$ cat src/rtl/gray_pkg.sv
// rtl/gray_pkg.sv - shared gray-code helpers and monitor state type
package gray_pkg;

  localparam int GRAY_MAX_W = 32;

  typedef enum logic {UNLOCKED = 1'b0, LOCKED = 1'b1} gray_mon_state_t;

  // Operands are zero-extended to GRAY_MAX_W; callers truncate the result.
  function automatic logic [GRAY_MAX_W-1:0] gray2bin(input logic [GRAY_MAX_W-1:0] g);
    logic [GRAY_MAX_W-1:0] b;
    b[GRAY_MAX_W-1] = g[GRAY_MAX_W-1];
    for (int i = GRAY_MAX_W - 2; i >= 0; i--) begin
      b[i] = b[i+1] ^ g[i];
    end
    return b;
  endfunction

  function automatic logic [GRAY_MAX_W-1:0] bin2gray(input logic [GRAY_MAX_W-1:0] b);
    return b ^ (b >> 1);
  endfunction

endpackage

$ cat src/rtl/gray_to_bin.sv
// rtl/gray_to_bin.sv - combinational XOR-prefix gray to binary decoder
module gray_to_bin #(
  parameter int DATA_WIDTH = 4
) (
  input  logic [DATA_WIDTH-1:0] gray,
  output logic [DATA_WIDTH-1:0] bin
);

  for (genvar i = 0; i < DATA_WIDTH; i++) begin : g_bit
    assign bin[i] = ^gray[DATA_WIDTH-1:i];
  end

endmodule

$ cat src/rtl/gray_seq_monitor.sv
// rtl/gray_seq_monitor.sv - gray counter sequence checker with lock tracking
module gray_seq_monitor
  import gray_pkg::*;
#(
  parameter int DATA_WIDTH    = 4,
  parameter int ERR_CNT_WIDTH = 8,
  parameter int LOCK_LOSS     = 3
) (
  input  logic                     clk,
  input  logic                     reset,
  input  logic                     in_valid,
  input  logic [DATA_WIDTH-1:0]    in_gray,
  input  logic                     err_clr,
  output logic [DATA_WIDTH-1:0]    bin_out,
  output logic                     bin_valid,
  output logic                     wrap_pulse,
  output logic                     err_pulse,
  output logic [ERR_CNT_WIDTH-1:0] err_count,
  output logic                     locked
);

  localparam int CW = $clog2(LOCK_LOSS + 1);

  gray_mon_state_t          state, state_n;
  logic [DATA_WIDTH-1:0]    prev_gray;
  logic [CW-1:0]            consec_err, consec_n, consec_inc;
  logic [ERR_CNT_WIDTH-1:0] err_n;
  logic [DATA_WIDTH-1:0]    in_bin, prev_bin, next_bin, exp_gray;
  logic                     chk, is_hold, is_step, is_err, is_wrap;

  gray_to_bin #(.DATA_WIDTH(DATA_WIDTH)) u_dec_in (
    .gray (in_gray),
    .bin  (in_bin)
  );

  gray_to_bin #(.DATA_WIDTH(DATA_WIDTH)) u_dec_prev (
    .gray (prev_gray),
    .bin  (prev_bin)
  );

  assign next_bin   = prev_bin + DATA_WIDTH'(1);
  assign exp_gray   = DATA_WIDTH'(bin2gray(GRAY_MAX_W'(next_bin)));
  assign chk        = in_valid && (state == LOCKED);
  assign is_hold    = (in_gray == prev_gray);
  assign is_step    = (in_gray == exp_gray);
  assign is_err     = chk && !is_hold && !is_step;
  assign is_wrap    = chk && is_step && (prev_bin == '1);
  assign consec_inc = consec_err + CW'(1);
  assign locked     = (state == LOCKED);

  always_comb begin
    state_n  = state;
    consec_n = consec_err;
    err_n    = err_count;
    if (in_valid) begin
      if (state == UNLOCKED) begin
        state_n  = LOCKED;
        consec_n = '0;
      end else if (is_err) begin
        if (consec_inc == CW'(LOCK_LOSS)) begin
          state_n  = UNLOCKED;
          consec_n = '0;
        end else begin
          consec_n = consec_inc;
        end
      end else begin
        consec_n = '0;
      end
    end
    // A clear coinciding with an error keeps that error counted.
    if (err_clr) begin
      err_n = is_err ? ERR_CNT_WIDTH'(1) : '0;
    end else if (is_err && (err_count != '1)) begin
      err_n = err_count + ERR_CNT_WIDTH'(1);
    end
  end

  always_ff @(posedge clk) begin
    if (reset) begin
      state      <= UNLOCKED;
      prev_gray  <= '0;
      consec_err <= '0;
      err_count  <= '0;
      bin_out    <= '0;
      bin_valid  <= 1'b0;
      wrap_pulse <= 1'b0;
      err_pulse  <= 1'b0;
    end else begin
      state      <= state_n;
      consec_err <= consec_n;
      err_count  <= err_n;
      bin_valid  <= in_valid;
      wrap_pulse <= is_wrap;
      err_pulse  <= is_err;
      if (in_valid) begin
        bin_out   <= in_bin;
        prev_gray <= in_gray;
      end
    end
  end

endmodule
$ cat config.mk
export PLATFORM = sky130hd
export DESIGN_NAME = gray_seq_monitor
export DESIGN_NICKNAME = d
export VERILOG_FILES = /design/src/rtl/gray_pkg.sv /design/src/rtl/gray_to_bin.sv /design/src/rtl/gray_seq_monitor.sv
export SDC_FILE = /design/constraint.sdc
export NUM_CORES = 1
export LEC_CHECK = 0
export ABC_AREA = 1
export BUFFER_PORTS_ARGS = -buffer_cell sky130_fd_sc_hd__buf_4
export CORE_MARGIN = 1
export CORE_UTILIZATION = 40
export DETAILED_ROUTE_END_ITERATION = 16
export HOLD_SLACK_MARGIN = 0.12
export PLACE_DENSITY = 0.56
export SLEW_MARGIN = 20
export SYNTH_ARGS = -nofsm -noshare
export SYNTH_HDL_FRONTEND = slang
export SYNTH_SLANG_ARGS = --single-unit
$ cat constraint.sdc
create_clock -name clk -period 6.3 [get_ports clk]
set_clock_uncertainty 0.05 [all_clocks]
set_input_delay 0.315 -clock clk [delete_from_list [all_inputs] [get_ports clk]]
set_output_delay 0.315 -clock clk [all_outputs]
set_load 0.02 [all_outputs]
# Word level (Yosys, flattened, before mapping)
# Cells that the tools add are included.
word_totals:
  n_memories: 0
  in_bits: 8
  elab_cells: 41
  ram_bits: 0
  romBits: 0
  output_inout_bits: 16
  register_bits: 22
  latchBits: 0
op_classes:
  n_lt_le_gt_ge: 0
  eq_ne: 5
  div_mod_pow: 0
  n_bitwise: 1
  shift: 0
  n_reduce_logical: 15
  n_mul: 0
  mux: 9
  n_addsub: 3
ops:
  columns: ["operator", "count"]
  rows:
  - ["$mux 8", 2]
  - ["$add 8x1->8 const B", 1]
  - ["$eq 4x4->1", 2]
  - ["$ne 8x8->1 const B", 1]
  - ["$reduce_xor 4->1", 2]
  - ["$logic_and 1x1->1", 6]
  - ["$mux 2", 3]
  - ["$reduce_xor 3->1", 2]
  - ["$add 4x1->4 const B", 1]
  - ["$eq 4x4->1 const B", 1]
  - ["$mux 1", 4]
  - ["$reduce_xor 2->1", 2]
  - ["$xor 4x3->4", 1]
  - ["$add 2x1->2 const B", 1]
  - ["$eq 2x2->1 const B", 1]
  - ["$logic_not 1->1", 2]
  - ["$reduce_bool 2->1", 1]

# Logic depth before layout (Yosys ltp)
logic_depth:
  depth_word: 9
  depth_mapped: 20

# Hierarchy
# Synthesis repeated with hierarchy kept, for this count alone.
unflattened:
  cells_unflattened: 214
  area_unflattened_um2: 1365.1
modules_own_cells:
  columns: ["mod", "n_inst", "cells_each", "area_per_inst_um2"]
  rows:
  - ["gray_seq_monitor", 1, 172, 1184.9]
  - ["gray_to_bin", 2, 21, 90.1]

# Worst setup path before layout
# OpenSTA, ideal clock, no wires.
synth_timing:
  path_type: "register to register"
  startpoint: "register prev_gray[2]"
  endpoint: "register err_count[2]"
  synth_period_minus_slack_ns: 2.361
  arrival_ns: 2.194
  setup_ns: 0.117
  slack_ns: 3.939
  path_stages_with_launch: 15
  cell_sequence: "dfxtp_1 inv_2 ha_1 inv_2 nand2_4 nand2_1 ha_1 xnor2_1 nand3_1 a21oi_4 nand3_4 nand3_4 inv_4 a21oi_1 nor2_1"
synth_via:
  elab_chain_len: 8
  elab_cells_between_ends: 13
  cone_classes: "add/sub: 1; eq/ne: 2; bitwise: 1; reduce/logical: 9"
synth_lines:
  columns: ["element", "line_no", "rtl"]
  rows:
  - ["from (decl)", "gray_seq_monitor.sv:25", "logic [DATA_WIDTH-1:0] prev_gray;"]
  - ["from (signal assigned)", "gray_seq_monitor.sv:97", "prev_gray <= in_gray;"]
  - ["$reduce_xor 4->1, or another cell as far along", "gray_to_bin.sv:10", "assign bin[i] = ^gray[DATA_WIDTH-1:i];"]
  - ["$add 4x1->4", "gray_seq_monitor.sv:41", "assign next_bin = prev_bin + DATA_WIDTH'(1);"]
  - ["$xor 4x3->4", "gray_pkg.sv:19", "return b ^ (b >> 1);"]
  - ["$eq 4x4->1", "gray_seq_monitor.sv:45", "assign is_step = (in_gray == exp_gray);"]
  - ["$logic_not 1->1", "gray_seq_monitor.sv:46", "assign is_err = chk && !is_hold && !is_step;"]
  - ["$logic_and 1x1->1 *", "gray_seq_monitor.sv:46", null]
  - ["$logic_and 1x1->1 *", "gray_seq_monitor.sv:73", "end else if (is_err && (err_count != '1)) begin"]
  - ["$reduce_bool 2->1 (no source line) *", null, null]
  - ["to (signal assigned)", "gray_seq_monitor.sv:91", "err_count <= err_n;"]
  - ["to (decl)", "gray_seq_monitor.sv:18", "output logic [ERR_CNT_WIDTH-1:0] err_count,"]
# Mark *: on every way between the ends. The rest lies on a longest branch, timed or not.
# A chain may end at the register's enable or synchronous reset.

# Final worst setup path
layout_timing:
  startpoint: "register prev_gray[2]"
  endpoint: "register err_count[7]"
# Same word-level chain as after synthesis.

==> results.txt <==
Unrepaired setup endpoints after global routing -> no
IO Count -> 24
Port bufs -> 23
Worst Tran Pin Value -> 0.360 ns
P_leak -> 0.000697 uW
CP Launch Type -> flop
Syn Nets -> 199
Number of synthesized flops with an enable pin -> 0
Layout cells sized above 1 -> 26.7%
Routed len/inst -> 11.7 um
Gates resized, CTS repair -> 0
Clock transition at path regs -> 0.12 ns
Initial drt markers -> 50
Share of Yosys cell area claimed by the top area cell type -> 31.3%
Initial antenna violation count -> 0
Final ANT Viol Nets -> 0
Adder-cell share of the synthesized area -> 2.79%
CP max-delay cell -> dfxtp_1
Dpl cells -> 250
Area growth syn-to-layout -> 16.7%
First-pass GRT wire length -> 4940 um
Pin count of the biggest net entering global routing -> 14
Compound-gate portion of the synthesized area -> 12.9%
Vias in the first global route -> 1121
Max incr delay on CP -> 0.43 ns
Mux cell area share after synthesis -> 0%
Synth Flop Type -> dfxtp_1
CTS Buffer Depth -> 2
WS Path Type -> reg -> reg
Commonest cells post-synth -> nand2_1, dfxtp_1, nor2_1, inv_1, nand3_1
Initial Util -> 43.0%
Status -> finished clean
H-tree Lvls -> 1
Endpoints failing setup -> 0
Synthesis-stage register bit count -> 21
Worst Path Buf+Inv -> 2
DRT Pass-1 Iters -> 4
GRT Residual Overflow -> 0
Hold WC Path Type -> in -> reg
Synth Area in Simple Gates -> 37.7%
FFs w/ async S/R, synth -> 0%
Final count of hold timing violations -> 0
Total wire length after detailed routing -> 2980 um
Clk_lat worst skew -> 0.30 ns
Slew headroom -> 75.9%
CP Cell Sequence -> inv_2, ha_1, inv_2, nand2_4, nand2_1, ha_1, xnor2_1, nand3_1, a21oi_4, nand3_4, nand3_4, nand3_1, a21oi_2
N_diodes -> 0
Gate Count Post-Synth -> 188
CP endpoint kind -> flop
Via count -> 1221
Hold buffers post-CTS -> 0
Setup TNS Final -> 0 ns
Post-Synth XOR/XNOR Area -> 5.87%
Post-Syn Area -> 1340 um^2
Fin cells -> 254
Core Area -> 3130 um^2
Residual DRC -> 0
Total power -> 305 uW
Die area -> 3600 um^2
Max-Cap Viols -> 0
Row count -> 20
CTS buffer count -> 3
Crit share post-route -> 41.3%
Vias/cell -> 4.81
Die X -> 60.0 um
Pwr dens -> 194 nW/um^2
Post-CTS Setup Bufs -> 0
Main combinational cell family by area after synthesis -> simple AND/OR/NAND/NOR gates
Leading area contributor after synthesis -> dfxtp_1
Fill count -> 345
CP Data Arrival Time -> 2.80 ns
Post-synthesis cell type count -> 32
Critical path's top delay family -> adder cells
Clock root cell -> clkbuf_4
CTS tree -> done
GRT Total Usage -> 18.5%
Peak VDD IR -> 0.0920 mV
Synth top area cells -> dfxtp_1, nand2_1, nand3_1, nor2_1, inv_1
YS warnings -> 0
Slew Viols, Final -> 0
Sequential area share after synthesis -> 31.3%
Routability Congestion -> 0.912
Fin crit period -> 2.60 ns
Dpl hpwl -> 2350 um
Fin util -> 50.1%
Critical Path RT -> 6.50 ns
Fmax -> 0.384 GHz
Avg Cell Area, Syn -> 7.15 um^2
Max Fanout on Critical Path -> 8
Top-count cell post-synth -> nand2_1
Hold WS -> 0.216 ns
Die height -> 60.0 um
NumNets Final -> 222
Clock Sinks -> 21
flip-flops by register name, indices dropped and copies added, names as in the netlist:
register and flops:
bin_out 4, err_pulse 1, bin_valid 1, consec_err 2, locked 1, prev_gray 3
wrap_pulse 1, err_count 8
layer usage:
layer	global-route usage, %	wire (um)
met2	32.7	1520
met1	22.3	1360
met5	0	0
met4	5.98	19
met3	3.46	80
final timing paths:
| check | start | end | slack (ns) | depth (start not counted) |
|---|---|---|---|---|
| setup reg to reg | prev_gray[2] | err_count[7] | 3.70 | 13 |
| hold reg to reg | bin_out[2] | bin_out[2] | 0.43 | 2 |
| setup / recovery | prev_gray[2] | err_count[7] | 3.70 | 13 |
| hold / removal | reset | err_count[6] | 0.22 | 2 |
layout make-up:
class                   count  area [um^2]  area share (%)
inverters                  24         95.1            6.07
well taps                  44         55.1            3.51
multi-input cells         138          797            50.8
clock inverters             1         5.00           0.319
flip-flops and latches     21          420            26.8
repair buffers             23          173            11.0
clock buffers               3         22.5            1.44
cells by family (layout without fill, tap and decap cells):
| family | Yosys count | count (layout) |
|---|---|---|
| compound gates | 26 | 26 |
| fa+ha+maj | 3 | 3 |
| buf+inv | 29 | 51 |
| flops | 21 | 21 |
| xor+xnor | 9 | 9 |
| simple gates | 100 | 100 |
layout by cell type, fill, tap and decap left out, drive strengths merged:
cell	synthesis	routed
nand2	51	51
inv	24	24
buf	4	23
nand3	23	23
nor2	22	22
dfxtp	21	21
a21oi	12	12
o21ai	8	8
xnor2	6	6
xor2	3	3
ha	3	3
clkbuf	1	3
nor3	2	2
o31ai	2	2
a31oi	2	2
nand4	2	2
a41oi	1	1
o21a	1	1
clkinv	0	1
through the flow:
stage	instance area (um^2)	setup slack (ns)
6_report	1570	3.70
5_1_grt	1570	3.45
4_1_cts	1570	3.68
3_5_place_dp	1540	3.73
3_3_place_gp	1540	3.77
2_1_floorplan	1340	3.94
power breakdown:
| part | switching, uW | total (uW) | internal, uW |
|---|---|---|---|
| combinational | 58.3 | 95.4 | 37.1 |
| sequential | 5.86 | 144 | 138 |
| clock | 41.4 | 65.1 | 23.7 |
| total | 106 | 305 | 199 |
Power figures use the tool's default switching activity.
